$ cat config.mk
export PLATFORM = sky130hd
export DESIGN_NAME = sync_fifo_mc
export DESIGN_NICKNAME = d
export VERILOG_FILES = /design/src/rtl/sync_fifo_mc_pkg.sv /design/src/rtl/fifo_ch_ctrl.sv /design/src/rtl/sync_fifo_mc.sv
export SDC_FILE = /design/constraint.sdc
export NUM_CORES = 1
export LEC_CHECK = 0
export CAP_MARGIN = 20
export CORE_UTILIZATION = 37
export CTS_CLUSTER_SIZE = 16
export DETAILED_ROUTE_END_ITERATION = 7
export GPL_TIMING_DRIVEN = 0
export PLACE_DENSITY = 0.6
export SYNTH_ARGS = -nofsm -noshare
export SYNTH_HDL_FRONTEND = slang
export SYNTH_SLANG_ARGS = --single-unit
$ cat constraint.sdc
create_clock -name CLK -period 3.7 [get_ports CLK]
set_input_delay 0.74 -clock CLK [delete_from_list [all_inputs] [get_ports CLK]]
set_output_delay 0.74 -clock CLK [all_outputs]
set_load 0.02 [all_outputs]
$ cat src/rtl/sync_fifo_mc_pkg.sv
// rtl/sync_fifo_mc_pkg.sv - shared width derivations for the multi-channel FIFO blocks
package sync_fifo_mc_pkg;

    // Channel-select width never collapses to zero, so a single-channel build still has a port.
    function automatic int fifo_ch_w(input int num_ch);
        return (num_ch > 1) ? $clog2(num_ch) : 1;
    endfunction

    // One extra bit lets the count represent a completely full channel.
    function automatic int fifo_cnt_w(input int depth);
        return $clog2(depth) + 1;
    endfunction

    function automatic int fifo_ptr_w(input int depth);
        return (depth > 1) ? $clog2(depth) : 1;
    endfunction

endpackage

$ cat src/rtl/fifo_ch_ctrl.sv
// rtl/fifo_ch_ctrl.sv - per-channel pointers, occupancy count, status and sticky error flags
module fifo_ch_ctrl
    import sync_fifo_mc_pkg::*;
#(
    parameter int MEM_DEPTH = 8,
    parameter int AF_LEVEL  = MEM_DEPTH - 2,
    parameter int PTR_W     = fifo_ptr_w(MEM_DEPTH),
    parameter int CNT_W     = fifo_cnt_w(MEM_DEPTH)
) (
    input  logic             CLK,
    input  logic             RST,
    input  logic             i_wr_req,
    input  logic             i_rd_req,
    input  logic             i_clr_err,
    output logic             o_wr_acc,
    output logic             o_rd_acc,
    output logic [PTR_W-1:0] o_wr_ptr,
    output logic [PTR_W-1:0] o_rd_ptr,
    output logic             o_full,
    output logic             o_empty,
    output logic             o_almost_full,
    output logic             o_overflow,
    output logic             o_underflow
);

    logic [PTR_W-1:0] r_wr_ptr;
    logic [PTR_W-1:0] r_rd_ptr;
    logic [CNT_W-1:0] r_count;
    logic             r_full;
    logic             r_empty;
    logic             r_almost_full;
    logic             r_overflow;
    logic             r_underflow;

    logic             w_wr_acc;
    logic             w_rd_acc;
    logic [CNT_W-1:0] w_cnt_nxt;

    // Judged against the registered flags: full lets the read win, empty lets the write win.
    assign w_wr_acc = i_wr_req & ~r_full;
    assign w_rd_acc = i_rd_req & ~r_empty;

    always_comb begin
        w_cnt_nxt = r_count;
        if (w_wr_acc && !w_rd_acc) begin
            w_cnt_nxt = r_count + 1'b1;
        end else if (!w_wr_acc && w_rd_acc) begin
            w_cnt_nxt = r_count - 1'b1;
        end
    end

    always_ff @(posedge CLK) begin
        if (RST) begin
            r_wr_ptr      <= '0;
            r_rd_ptr      <= '0;
            r_count       <= '0;
            r_full        <= 1'b0;
            r_empty       <= 1'b1;
            r_almost_full <= 1'b0;
            r_overflow    <= 1'b0;
            r_underflow   <= 1'b0;
        end else begin
            if (w_wr_acc) begin
                r_wr_ptr <= r_wr_ptr + 1'b1;
            end
            if (w_rd_acc) begin
                r_rd_ptr <= r_rd_ptr + 1'b1;
            end
            r_count       <= w_cnt_nxt;
            r_full        <= (w_cnt_nxt == CNT_W'(MEM_DEPTH));
            r_empty       <= (w_cnt_nxt == '0);
            r_almost_full <= (w_cnt_nxt >= CNT_W'(AF_LEVEL));
            // A fresh rejection in the clearing cycle keeps its bit set.
            r_overflow    <= (r_overflow  & ~i_clr_err) | (i_wr_req & ~w_wr_acc);
            r_underflow   <= (r_underflow & ~i_clr_err) | (i_rd_req & ~w_rd_acc);
        end
    end

    assign o_wr_acc      = w_wr_acc;
    assign o_rd_acc      = w_rd_acc;
    assign o_wr_ptr      = r_wr_ptr;
    assign o_rd_ptr      = r_rd_ptr;
    assign o_full        = r_full;
    assign o_empty       = r_empty;
    assign o_almost_full = r_almost_full;
    assign o_overflow    = r_overflow;
    assign o_underflow   = r_underflow;

endmodule

$ cat src/rtl/sync_fifo_mc.sv
// rtl/sync_fifo_mc.sv - NUM_CH independent FIFOs sharing one storage array and one read port
module sync_fifo_mc
    import sync_fifo_mc_pkg::*;
#(
    parameter int  DATA_WIDTH = 8,
    parameter int  MEM_DEPTH  = 8,
    parameter int  NUM_CH     = 4,
    parameter int  AF_LEVEL   = MEM_DEPTH - 2,
    localparam int CH_W       = fifo_ch_w(NUM_CH),
    localparam int CNT_W      = fifo_cnt_w(MEM_DEPTH),
    localparam int PTR_W      = fifo_ptr_w(MEM_DEPTH)
) (
    input  logic                  CLK,
    input  logic                  RST,
    input  logic                  WR_EN,
    input  logic [CH_W-1:0]       WR_CH,
    input  logic [DATA_WIDTH-1:0] WR_DATA,
    input  logic                  RD_EN,
    input  logic [CH_W-1:0]       RD_CH,
    input  logic                  CLR_ERR,
    output logic [DATA_WIDTH-1:0] RD_DATA,
    output logic                  RD_VALID,
    output logic [NUM_CH-1:0]     FULL,
    output logic [NUM_CH-1:0]     EMPTY,
    output logic [NUM_CH-1:0]     ALMOST_FULL,
    output logic [NUM_CH-1:0]     OVERFLOW,
    output logic [NUM_CH-1:0]     UNDERFLOW
);

    logic [DATA_WIDTH-1:0] r_mem [NUM_CH*MEM_DEPTH];
    logic [DATA_WIDTH-1:0] r_rd_data;
    logic                  r_rd_valid;

    logic [NUM_CH-1:0]     w_wr_req;
    logic [NUM_CH-1:0]     w_rd_req;
    logic [NUM_CH-1:0]     w_wr_acc;
    logic [NUM_CH-1:0]     w_rd_acc;
    logic [PTR_W-1:0]      w_wr_ptr [NUM_CH];
    logic [PTR_W-1:0]      w_rd_ptr [NUM_CH];
    logic [CH_W+PTR_W-1:0] w_wr_addr;
    logic [CH_W+PTR_W-1:0] w_rd_addr;

    // Channel codes at or above NUM_CH match no decoder output, so they never reach a channel.
    for (genvar g = 0; g < NUM_CH; g++) begin : g_ch
        assign w_wr_req[g] = WR_EN & ~RST & (WR_CH == CH_W'(g));
        assign w_rd_req[g] = RD_EN & ~RST & (RD_CH == CH_W'(g));

        fifo_ch_ctrl #(
            .MEM_DEPTH (MEM_DEPTH),
            .AF_LEVEL  (AF_LEVEL),
            .PTR_W     (PTR_W),
            .CNT_W     (CNT_W)
        ) u_ctrl (
            .CLK           (CLK),
            .RST           (RST),
            .i_wr_req      (w_wr_req[g]),
            .i_rd_req      (w_rd_req[g]),
            .i_clr_err     (CLR_ERR),
            .o_wr_acc      (w_wr_acc[g]),
            .o_rd_acc      (w_rd_acc[g]),
            .o_wr_ptr      (w_wr_ptr[g]),
            .o_rd_ptr      (w_rd_ptr[g]),
            .o_full        (FULL[g]),
            .o_empty       (EMPTY[g]),
            .o_almost_full (ALMOST_FULL[g]),
            .o_overflow    (OVERFLOW[g]),
            .o_underflow   (UNDERFLOW[g])
        );
    end

    always_comb begin
        w_wr_addr = '0;
        w_rd_addr = '0;
        for (int i = 0; i < NUM_CH; i++) begin
            if (w_wr_req[i]) begin
                w_wr_addr = {CH_W'(i), w_wr_ptr[i]};
            end
            if (w_rd_req[i]) begin
                w_rd_addr = {CH_W'(i), w_rd_ptr[i]};
            end
        end
    end

    // Storage is never reset; pointer reset alone discards queued words.
    always_ff @(posedge CLK) begin
        if (|w_wr_acc) begin
            r_mem[w_wr_addr] <= WR_DATA;
        end
    end

    always_ff @(posedge CLK) begin
        if (RST) begin
            r_rd_data  <= '0;
            r_rd_valid <= 1'b0;
        end else begin
            r_rd_valid <= |w_rd_acc;
            if (|w_rd_acc) begin
                r_rd_data <= r_mem[w_rd_addr];
            end
        end
    end

    assign RD_DATA  = r_rd_data;
    assign RD_VALID = r_rd_valid;

endmodule

==> results.toml <==
[timing]
hold_viol = 0
skew_ns = 0.0250
slew_headroom = 0.356
setup_ws_ns = 0.166
final.period_utilization = 0.955
tightestPinTransition_ns = 0.965
finalMaxSlewViolations = 0
clock.fmax_mhz = 283
setup_violations = 0
fin_crit_ns = 3.53
rsz0062_at_grt = "false"

[die]
start_util = 0.379
core-area_sq_mm = 0.0368
rows = 70
dieArea_sq_mm = 0.0384
die_w_um = 196
fp.dieH_um = 196
boundaryPins = 46

[clocking]
htree_levels = 2
holdBufCountCts = 0
post-cts-setup-buffer-count = 0
cts_buffers = 35
cts_sinks = 325
ctsLongestPathBuffers = 3
clkTransAtPathRegs_ns = 0.06
clkLatencyLatePin_ns = 0.52
clockRootBuffer = "clkbuf_16"
cts_tree = "done"

[placed_design]
io_buffer_count = 44
dp_worst_setup_slack_ns = -0.757
gp_congestion = 0.845
hpwl_mm = 24.8

[detailed_routing]
antenna_left = 0
viasPerCell = 5.46
drc = 0
wl_mm = 35.9
vias = 9046
first_pass_iters = 5
wl_per_cell_um = 21.6
drt-initial-drc-count = 804

[critical_path]
crit_fanout = 10
crit_required_ns = 4.09
crit_buf_inv = 5
cpMaxStageDelayCell = "clkdlybuf4s50_1"
critPathKind = "primary input to flip-flop"
worstRegToRegCells = 7
crit_chain = "clkdlybuf4s50_1 > clkbuf_1 > nor2b_1 > clkbuf_2 > and2_1 > clkbuf_1 > clkbuf_2 > o21ai_0 > a22oi_1 > o21ai_1"
slowest_delay_ns = 0.48
arrival_ns = 3.93
path_depth = 10
start_kind = "primary input"
path_delay_family = "buffers and inverters"
end_kind = "flip-flop"

[synth]
synth-async-reset-ratio = 0
syn-num-nets = 1107
avgSynthCellArea_sq_um = 13.0
synthFlopType = "edfxtp_1"
netlist_area_sq_mm = 0.0139
synthCells = 1074
ys.warnings.count = 0
synth_seq_cells = 325
ys_seq_area_frac = 0.651
synth_cell_types = 62
synth-edff-count = 256

[grt]
top_usage_layer = "met2"
grt_pass1_wl_mm = 53.9
grt_pass1_vias = 8878
antenna_found_initial = 0
grt_max_degree = 33
met2_usage = 0.302
grt_use_met3 = 0.0304
grt_use_met1 = 0.256
gr-total-overflow = 0
grt.total_usage = 0.186

[layout]
layout-drive-gt1-share = 0.124
synthToLayoutAreaGrowth_pct = 16.6
fill_cells = 3334
fin_util = 0.441
num_antenna_cells = 0
nNetsFinal = 1197

[power]
sw_frac_of_total = 0.219
seqPwrFrac = 0.512
total_power_mw = 7.86
pwr-share-comb = 0.059
internal_power_mw = 6.14
power_switching_mw = 1.72
leakage_nw = 5.60
pwr_density_cell_mw_per_mm2 = 484
power.share.clock = 0.428
ir_drop_mv = 0.265

[status]
status = "completed"

[hold_path]
hp-class = "flip-flop to flip-flop"
holdPathStages = 2

[run]
drv_cap = 0
## worst register-to-register path, cell delays in order (launching register included)
cell     delay [ns]
dfxtp_1        0.34
mux4_2         0.54
buf_2          0.25
buf_1          0.37
nor2_1         0.59
a32oi_1        0.25
a32oi_1        0.27
o21ai_1        0.09
## cell type report
| cell class | instances | area [sq um] | share of cell area |
|---|---|---|---|
| buffer | 88 | 448 | 0.0276 |
| timing repair buffer | 53 | 603 | 0.0372 |
| tap | 468 | 586 | 0.0361 |
| multi-input combinational | 636 | 4340 | 0.267 |
| inverter | 25 | 93.8 | 0.00578 |
| sequential | 325 | 9070 | 0.559 |
| clock inverter | 10 | 77.6 | 0.00478 |
| clock buffer | 53 | 1020 | 0.0626 |
## through the flow
stage	TNS, ns	std cells	instance area, sq um	hold WS, ns
6_report	0	1658	16200	0.466
2_1_floorplan	0	1074	13900	0.441
5_1_grt	0	1658	16200	0.487
3_5_place_dp	-57.93	1594	15100	0.457
3_3_place_gp	-65.22	1586	14900	0.454
4_1_cts	0	1657	16200	0.466
## routing by layer
metal,vias to the layer above,part of all wire,routed length (um)
li1,4218,-,-
met1,4483,0.45,16100
met2,292,0.47,16800
met3,53,0.060,2150
met4,0,0.022,793
met5,-,0,0
## power by group through the flow
stage | Combinational, mW | Sequential [mW] | Clock [mW]
4_1_cts | 0.461 | 4.03 | 3.39
3_5_place_dp | 0.459 | 4.10 | 0
5_1_grt | 0.506 | 4.03 | 3.52
2_1_floorplan | 0.255 | 4.09 | 0
6_report | 0.465 | 4.03 | 3.37
3_3_place_gp | 0.433 | 4.11 | 0
## cells in the final DEF (no fill, tap or decap), types with 8 or more instances in the layout
cell type | synthesis | final
o211ai_1 | 13 | 13
mux2i_1 | 45 | 45
nor2_1 | 96 | 96
clkdlybuf4s50_1 | 0 | 42
ha_1 | 16 | 16
a22oi_1 | 12 | 12
a32oi_1 | 16 | 16
and4b_1 | 9 | 9
a21oi_1 | 25 | 25
buf_2 | 19 | 22
a311oi_1 | 8 | 8
a211o_1 | 10 | 10
clkbuf_1 | 35 | 46
a31oi_1 | 9 | 9
nand3_1 | 14 | 14
o21ai_0 | 26 | 26
nand3b_1 | 9 | 9
inv_1 | 25 | 25
buf_4 | 22 | 24
xor2_1 | 13 | 13
dfxtp_1 | 69 | 69
edfxtp_1 | 256 | 256
and3_1 | 27 | 27
xnor2_1 | 15 | 15
a211oi_1 | 45 | 45
clkbuf_16 | 0 | 37
mux2_2 | 12 | 12
and2_1 | 16 | 16
buf_1 | 10 | 10
nand4b_1 | 11 | 11
nand2_1 | 94 | 94
## repair_timing
item                                    4_1_cts  5_1_grt
endpoints found under the setup margin       14       11
gates resized for setup                       3        3
pin swaps                                     0        0
gates cloned                                  0        0
## worst paths after layout
path,start,slack [ns],to
max,RST,0.17,RD_DATA[1]$_SDFFE_PP0P_
min,g_ch[2].u_ctrl.o_overflow$_SDFF_PP0_,0.47,g_ch[2].u_ctrl.o_overflow$_SDFF_PP0_
max reg2reg,g_ch[3].u_ctrl.o_rd_ptr[0]$_SDFFE_PP0P_,0.89,RD_DATA[0]$_SDFFE_PP0P_
min reg2reg,g_ch[2].u_ctrl.o_overflow$_SDFF_PP0_,0.47,g_ch[2].u_ctrl.o_overflow$_SDFF_PP0_
## cells by family after synthesis
group,share of synthesized area
AND/OR/NAND/NOR,0.121
buffers and inverters,0.0387
XOR/XNOR,0.0176
AO/OA/AOI/OAI,0.110
adder cells (fa/ha/maj),0.0144
flip-flops,0.651
multiplexers,0.0469
## sequential cells by signal, summed over array words and instances (netlist names), 8 cells and up
register              flops
g_ch.u_ctrl.r_count      16
g_ch.u_ctrl.o_wr_ptr     12
r_mem                   256
RD_DATA                   8
g_ch.u_ctrl.o_rd_ptr     12
## cell usage after synthesis, drive strengths merged, types with 11 or more instances
| library cell | n | area [sq um] |
|---|---|---|
| o211ai | 13 | 97.6 |
| and3 | 27 | 169 |
| buf | 52 | 309 |
| nor2 | 97 | 372 |
| nand4b | 11 | 96.3 |
| mux2 | 12 | 135 |
| nand2 | 94 | 353 |
| edfxtp | 256 | 7690 |
| a21oi | 25 | 125 |
| o22ai | 11 | 113 |
| ha | 16 | 200 |
| xor2 | 13 | 114 |
| dfxtp | 69 | 1380 |
| xnor2 | 15 | 131 |
| nand3 | 14 | 70.1 |
| and2 | 16 | 100 |
| a22oi | 12 | 90.1 |
| mux2i | 45 | 450 |
| a211oi | 50 | 400 |
| a32oi | 16 | 140 |
| o21ai | 33 | 165 |
| inv | 25 | 93.8 |
| clkbuf | 36 | 136 |
Note: power is estimated with default switching activity, not from simulation.
